`src/rtl/fwd_bypass_unit.sv`:
```
// Operand-forwarding unit: tracks in-flight writers over DEPTH post-issue stages,
// selects the youngest producer per source operand and raises a load-use stall.
module fwd_bypass_unit #(
  parameter int unsigned WIDTH    = 32,
  parameter int unsigned REG_ADDR = 5,
  parameter int unsigned DEPTH    = 3,
  parameter int unsigned NUM_SRC  = 2,
  parameter int unsigned CNT_W    = 16
) (
  input  logic                                    clk,
  input  logic                                    reset,
  input  logic                                    iss_valid,
  input  logic                                    iss_we,
  input  logic                                    iss_load,
  input  logic [REG_ADDR-1:0]                     iss_rd,
  input  logic [NUM_SRC*REG_ADDR-1:0]             iss_rs,
  input  logic [NUM_SRC*WIDTH-1:0]                rf_data,
  input  logic [WIDTH-1:0]                        ex_data,
  input  logic [WIDTH-1:0]                        mem_data,
  input  logic                                    flush,
  output logic [NUM_SRC*WIDTH-1:0]                opnd,
  output logic [NUM_SRC*$clog2(DEPTH+2)-1:0]      fwd_sel,
  output logic                                    stall,
  output logic [CNT_W-1:0]                        fwd_hits,
  output logic [CNT_W-1:0]                        stall_cyc
);

  localparam int unsigned SEL_W = $clog2(DEPTH + 2);
  localparam int unsigned HC_W  = $clog2(NUM_SRC + 1);
  localparam int unsigned CW1   = CNT_W + 1;

  logic                s_valid [DEPTH];
  logic [REG_ADDR-1:0] s_rd    [DEPTH];
  logic                s_load  [DEPTH];
  logic                s_ready [DEPTH];
  logic [WIDTH-1:0]    s_data  [DEPTH];

  logic                load_hit;
  logic                accept;
  logic [HC_W-1:0]     hit_cnt;
  logic [REG_ADDR-1:0] cur_rs;
  logic [WIDTH-1:0]    cur_val;
  logic [SEL_W-1:0]    cur_sel;
  logic [CW1-1:0]      hits_sum;
  logic [CNT_W-1:0]    hits_next;

  // Per-source select: scan oldest to youngest so the youngest match overrides.
  always_comb begin
    opnd     = '0;
    fwd_sel  = '0;
    load_hit = 1'b0;
    hit_cnt  = '0;
    cur_rs   = '0;
    cur_val  = '0;
    cur_sel  = '0;
    for (int i = 0; i < int'(NUM_SRC); i++) begin
      cur_rs  = iss_rs[i*REG_ADDR +: REG_ADDR];
      cur_val = rf_data[i*WIDTH +: WIDTH];
      cur_sel = '0;
      if (cur_rs == '0) begin
        cur_val = '0;
        cur_sel = SEL_W'(DEPTH + 1);
      end else begin
        for (int k = int'(DEPTH) - 1; k >= 0; k--) begin
          if (s_valid[k] && (s_rd[k] == cur_rs)) begin
            if ((k == 0) && s_load[0]) begin
              load_hit = 1'b1;
            end else begin
              cur_sel = SEL_W'(k + 1);
              if (k == 0)           cur_val = ex_data;
              else if (!s_ready[k]) cur_val = mem_data;
              else                  cur_val = s_data[k];
            end
          end
        end
      end
      if ((cur_sel != '0) && (cur_sel != SEL_W'(DEPTH + 1)))
        hit_cnt = hit_cnt + HC_W'(1);
      opnd[i*WIDTH +: WIDTH]    = cur_val;
      fwd_sel[i*SEL_W +: SEL_W] = cur_sel;
    end
  end

  assign stall  = iss_valid & ~flush & load_hit;
  assign accept = iss_valid & ~stall & ~flush & ~reset;

  // Saturating hit counter update; a single cycle may add several hits.
  always_comb begin
    hits_sum  = CW1'(fwd_hits) + CW1'(hit_cnt);
    hits_next = hits_sum[CNT_W] ? '1 : hits_sum[CNT_W-1:0];
  end

  // Stage advance: the pipeline never freezes, a stall simply inserts a bubble.
  always_ff @(posedge clk) begin
    if (reset) begin
      for (int k = 0; k < int'(DEPTH); k++) begin
        s_valid[k] <= 1'b0;
        s_load[k]  <= 1'b0;
        s_ready[k] <= 1'b0;
        s_rd[k]    <= '0;
        s_data[k]  <= '0;
      end
      fwd_hits  <= '0;
      stall_cyc <= '0;
    end else begin
      s_valid[0] <= accept & iss_we;
      s_rd[0]    <= iss_rd;
      s_load[0]  <= accept & iss_load;
      s_ready[0] <= 1'b0;
      s_data[0]  <= '0;

      s_valid[1] <= s_valid[0];
      s_rd[1]    <= s_rd[0];
      s_load[1]  <= s_load[0];
      s_ready[1] <= ~s_load[0];
      s_data[1]  <= s_load[0] ? s_data[0] : ex_data;

      for (int k = 2; k < int'(DEPTH); k++) begin
        s_valid[k] <= s_valid[k-1];
        s_rd[k]    <= s_rd[k-1];
        s_load[k]  <= s_load[k-1];
        s_ready[k] <= 1'b1;
        s_data[k]  <= s_ready[k-1] ? s_data[k-1] : mem_data;
      end

      if (accept)
        fwd_hits <= hits_next;
      if (stall && (stall_cyc != '1))
        stall_cyc <= stall_cyc + CNT_W'(1);
    end
  end

endmodule

```
`config.mk`:
```
export PLATFORM = sky130hd
export DESIGN_NAME = fwd_bypass_unit
export DESIGN_NICKNAME = d
export VERILOG_FILES = /design/src/rtl/fwd_bypass_unit.sv
export SDC_FILE = /design/constraint.sdc
export NUM_CORES = 1
export LEC_CHECK = 0
export ABC_CLOCK_PERIOD_IN_PS = 9800
export BUFFER_PORTS_ARGS = -buffer_cell sky130_fd_sc_hd__buf_4
export CORE_MARGIN = 5
export CORE_UTILIZATION = 50
export DETAILED_ROUTE_END_ITERATION = 10
export PLACE_DENSITY = 0.8
export SLEW_MARGIN = 40
export SYNTH_ARGS = -nofsm -noshare
export SYNTH_HDL_FRONTEND = slang
export SYNTH_SLANG_ARGS = --single-unit
```
`constraint.sdc`:
```
create_clock -name clk -period 9.8 [get_ports clk]
set_clock_uncertainty 0.1 [all_clocks]
set_input_delay 1.47 -clock clk [delete_from_list [all_inputs] [get_ports clk]]
set_output_delay 1.47 -clock clk [all_outputs]
set_load 0.03 [all_outputs]
```
**After elaboration in Yosys (flattened, before gate mapping)**

Memories as Yosys holds them, arrays and structs flattened.
Cells that the tools add are included.

- Bits in writable memories: 120
- Memories: 5
- Latch bits: 0
- Word-level logic and storage cells: 108
- Bits of input ports: 149
- Register bits: 32
- Bits in read-only memories: 0

Memories:

| memory | words | bits a word | rd ports | clocked after memory_dff | write ports | RTL line | RTL |
|---|---|---|---|---|---|---|---|
| s_data | 3 | 32 | 3 | 0 | 3 | 36 | `logic [WIDTH-1:0] s_data [DEPTH];` |
| s_rd | 3 | 5 | 3 | 0 | 3 | 33 | `logic [REG_ADDR-1:0] s_rd [DEPTH];` |
| s_load | 3 | 1 | 2 | 0 | 3 | 34 | `logic s_load [DEPTH];` |
| s_ready | 3 | 1 | 2 | 0 | 3 | 35 | `logic s_ready [DEPTH];` |
| s_valid | 3 | 1 | 3 | 0 | 3 | 32 | `logic s_valid [DEPTH];` |

- Equal/unequal tests: 9
- Div/mod/pow operators: 0
- $lt $le $gt $ge: 0
- Shift-type cells: 0
- Muxes and demuxes: 50
- Bitwise operators: 26
- Reduce and logical (&&, ||, !) cells: 13
- $add $sub $neg: 3
- Multiply operators: 0

Operators with widths:

| operator | count |
|---|---|
| $mux W32 | 16 |
| $eq A5 B5 Y1 | 6 |
| $mux W3 | 8 |
| $mux W1 | 19 |
| $add A16 B2 Y17 | 1 |
| $add A16 B1 Y16 const B | 1 |
| $mux W16 | 1 |
| $ne A16 B16 Y1 const B | 1 |
| $mux W5 | 3 |
| $or A1 B1 Y1 | 15 |
| $logic_not A5 Y1 | 2 |
| $logic_and A1 B1 Y1 | 9 |
| $and A1 B1 Y1 | 7 |
| $mux W2 | 3 |
| $ne A3 B3 Y1 const B | 2 |
| $reduce_bool A3 Y1 | 2 |
| $not A1 Y1 | 4 |
| $add A2 B1 Y2 const B | 1 |

**Depth between registers and ports, before layout**

An unclocked memory read counts as a cell.

- Depth after elaboration: 15
- Depth in mapped cells: 16
- Mapped depth without buffers: 14

**Worst setup path before layout**

No wires, ideal clock.

- Path kind: input -> output
- From: input iss_rs[7]
- To: output opnd[34]
- Slack: 5.062 ns
- Required time: 8.230 ns
- Stages: 7
- Buffers on the path: 2
- Data arrival time: 3.168 ns
- Path through: xor2_1 > nor4_1 > and3_1 > clkbuf_1 > buf_2 > mux2i_1 > a21oi_1

- Cells in the longest elaborated chain, start to end: 7

Ends and longest elaborated chain:

| item | RTL line | RTL |
|---|---|---|
| start, declared | 16 | `input logic [NUM_SRC*REG_ADDR-1:0] iss_rs,` |
| $eq A5 B5 Y1 | 65 | `if (s_valid[k] && (s_rd[k] == cur_rs)) begin` |
| $logic_and A1 B1 Y1 | 65 |  |
| $mux W32 (2 in a row) | 65 |  |
| $mux W32 | 66 | `if ((k == 0) && s_load[0]) begin` |
| $mux W32 | 65 |  |
| $mux W32 (*) | 60 | `if (cur_rs == '0) begin` |
| end, declared | 21 | `output logic [NUM_SRC*WIDTH-1:0] opnd,` |

Every way passes the cells marked *; elsewhere a longest branch is shown, timed or not.

**Worst setup path in the final report**

- From: input iss_rs[7]
- To: output opnd[60]

Same word-level chain as after synthesis.

==> impl_metrics.py <==
metrics = {
    "run_status": {
        "outcome": "completed",
    },
    "worst_setup_path": {
        "cpPeakStageDelay_ns": 0.60,
        "worstSetupEndpointType": "output pin",
        "crit_type": "primary input to output pin",
        "cp_cell_sequence": "buf_4 > xor2_1 > nor4_1 > and3_2 > buf_4 > mux2i_1 > a21oi_1 > buf_4",
        "cp_max_fo": 18,
        "cp_data_required_time_ns": 8.23,
        "reg2reg_depth": 15,
        "cp_common_cell": "buf_4",
        "r2r-start": "s_rd[0][8]",
        "critPathArrivalTime_ns": 3.64,
        "reg2reg_to": "fwd_hits[14]",
        "worst-r2r-setup-slack_ns": 5.81,
        "worst_path_max_delay_cell": "and3_2",
        "start_kind": "primary input",
    },
    "sta": {
        "final_max_slew_viol_count": 0,
        "slew_headroom_pct": 50.1,
        "rsz0062_at_grt": "no",
        "timing.fmax_mhz": 192,
        "hold-worst-slack_ns": 0.388,
        "hold_viol": 0,
        "layout_min_cycle_time_ns": 5.21,
        "timing.setup.tns_ns": 0,
        "finalCritPeriodShare_pct": 53.1,
        "setup_violations": 0,
        "worstMarginPinSlew_ns": 0.746,
    },
    "floorplanning": {
        "core_sq_um": 14500,
        "die_w_um": 132,
        "die_y_um": 132,
        "dieArea_sq_um": 17300,
        "initial_core_util_pct": 50.9,
        "std_cell_rows": 44,
        "io_pins": 252,
    },
    "synthesis": {
        "synth_top_area_cell": "dfxtp_1",
        "async_flop_share_pct": 0,
        "synth_top_flop_cell": "dfxtp_1",
        "synth_edf_count": 0,
        "syn_area_sq_um": 7400,
        "synth.most_common_cell": "mux2_2",
        "synth.area.top_cells": "dfxtp_1, mux2_2, mux2i_1",
        "synth_top_area_share_pct": 31.6,
        "syn_nets": 974,
        "yosys_warnings": 0,
        "avgSynthCellArea_sq_um": 9.03,
        "synth_seq_area_share_pct": 31.6,
        "ys_ff_latch": 117,
        "syn_inst": 820,
        "ys_types": 46,
        "ys_top_cells_by_count": "mux2_2, dfxtp_1, a21oi_1",
    },
    "layout": {
        "area_growth_pct": 34.1,
        "seq_area_sq_um": 2340,
        "multi_input_area_sq_um": 4760,
        "insertedDiodeCount": 0,
        "fill_cells": 1184,
        "nets": 1186,
        "post-route-util_pct": 68.3,
        "drive_gt1_share_pct": 42.0,
    },
    "global_routing": {
        "grt_antenna_before_repair": 0,
        "grt_use_total_pct": 26.7,
        "grt_first_pass_wirelength_um": 38000,
        "grt_overflow": 0,
        "grt_max_degree": 52,
        "grt_pass1_vias": 7036,
    },
    "clock_tree": {
        "h-tree-depth": 4,
        "cts.repair.resized": 0,
        "cts_setup_buffers": 0,
        "root_buffer": "clkbuf_16",
        "cts_buffers": 17,
        "path_clk_slew_ns": 0.05,
        "cts_tree": "yes",
        "cts_sinks": 117,
        "cts_hold_buffers": 0,
        "cts_buffer_depth": 2,
        "worstSkewPairLatency_ns": 0.41,
    },
    "run": {
        "max_cap_violations": 0,
    },
    "power": {
        "p_leak_uw": 0.00409,
        "peakVddDrop_uv": 106,
        "power.density_nw_per_um2": 138,
    },
    "drt": {
        "drtIter0Drc": 444,
        "wl_um": 23900,
        "remaining_drc_errors": 0,
        "wl_per_cell_um": 19.4,
        "ant_nets": 0,
        "first_pass_iters": 5,
        "dr_total_vias": 7109,
        "via_per_inst": 5.78,
    },
    "hold_path": {
        "hp-start": "s_valid[0][1]",
        "worstHoldEndpoint": "s_valid[0][2]",
        "hold-path-cell-count": 1,
        "hold_path.class": "register to register",
    },
    "placement": {
        "port_buffers": 251,
        "dpl.hpwl_um": 16900,
        "gp_congestion": 0.915,
    },
}
sequential cells by signal, indices dropped and copies added, names as in the netlist:
| signal | count |
|---|---|
| s_rd | 15 |
| s_data | 64 |
| fwd_hits | 16 |
| s_valid | 3 |
| s_load | 1 |
| stall_cyc | 16 |
| s_ready | 2 |
cell type report:
cell class | count | area share [%]
clock buffer | 22 | 4.78
sequential | 117 | 23.6
clock inverter | 10 | 1.29
multi-input combinational | 623 | 47.9
timing repair buffer | 260 | 19.7
inverter | 13 | 0.491
tap | 184 | 2.32
stage by stage:
stage,worst slack (ns),area (sq um),instances,power [uW]
finish,4.59,9930,1229,1370
global route,4.37,9930,1229,1420
CTS,4.51,9930,1229,1380
detailed placement,4.51,9320,1197,747
global placement,4.42,9320,1197,743
floorplan,5.06,7400,820,642
cells by family after synthesis:
group | after synthesis | synth area share [%]
muxes | 197 | 28.9
AOI/OAI and AO/OA | 190 | 14.3
DFF | 117 | 31.6
adders and majority gates | 5 | 0.946
buffers and inverters | 80 | 4.53
and+or+nand+nor | 201 | 16.2
xor gates and xnor gates | 30 | 3.55
per-layer routing:
layer	part of all wire (%)	track usage, %
met1	40	32.5
met2	50	46.0
met3	8.6	7.42
met4	1.6	7.77
met5	0	0
critical path: cells and delay by family:
| kind | cells | cell delay [ns] |
|---|---|---|
| buffers and inverters | 3 | 0.76 |
| xor gates and xnor gates | 1 | 0.15 |
| AOI/OAI and AO/OA | 1 | 0.11 |
| and+or+nand+nor | 2 | 0.85 |
| muxes | 1 | 0.25 |
power breakdown:
group          internal (uW)  switching (uW)  leakage, uW
logic                    117             118      0.00283
clock network            417             216     0.000299
registers                496            7.85     0.000962
how the worst max path moves through the flow:
stage	slack (ns)	start	endpoint	depth (start not counted)
2_1_floorplan	5.06	iss_rs[7]	opnd[34]	7
3_3_place_gp	4.42	iss_rs[2]	opnd[0]	8
3_5_place_dp	4.51	iss_rs[9]	opnd[60]	8
4_1_cts	4.51	iss_rs[9]	opnd[60]	8
5_1_grt	4.37	iss_rs[7]	opnd[60]	8
6_report	4.59	iss_rs[7]	opnd[60]	8
cell usage in the layout, fill, tap and decap left out, types with 14 or more instances in the layout:
master / Yosys / layout
xor2_1: 20 / 20
mux2_2: 132 / 132
mux2i_1: 65 / 65
clkbuf_16: 0 / 17
dfxtp_1: 117 / 117
a21oi_1: 81 / 81
nor2b_1: 23 / 23
nand3_1: 16 / 14
buf_4: 0 / 260
and2_1: 65 / 65
nand2_1: 15 / 15
o21ai_0: 68 / 68
nor2_1: 19 / 18
No activity file was read; power rests on OpenSTA's default activity.
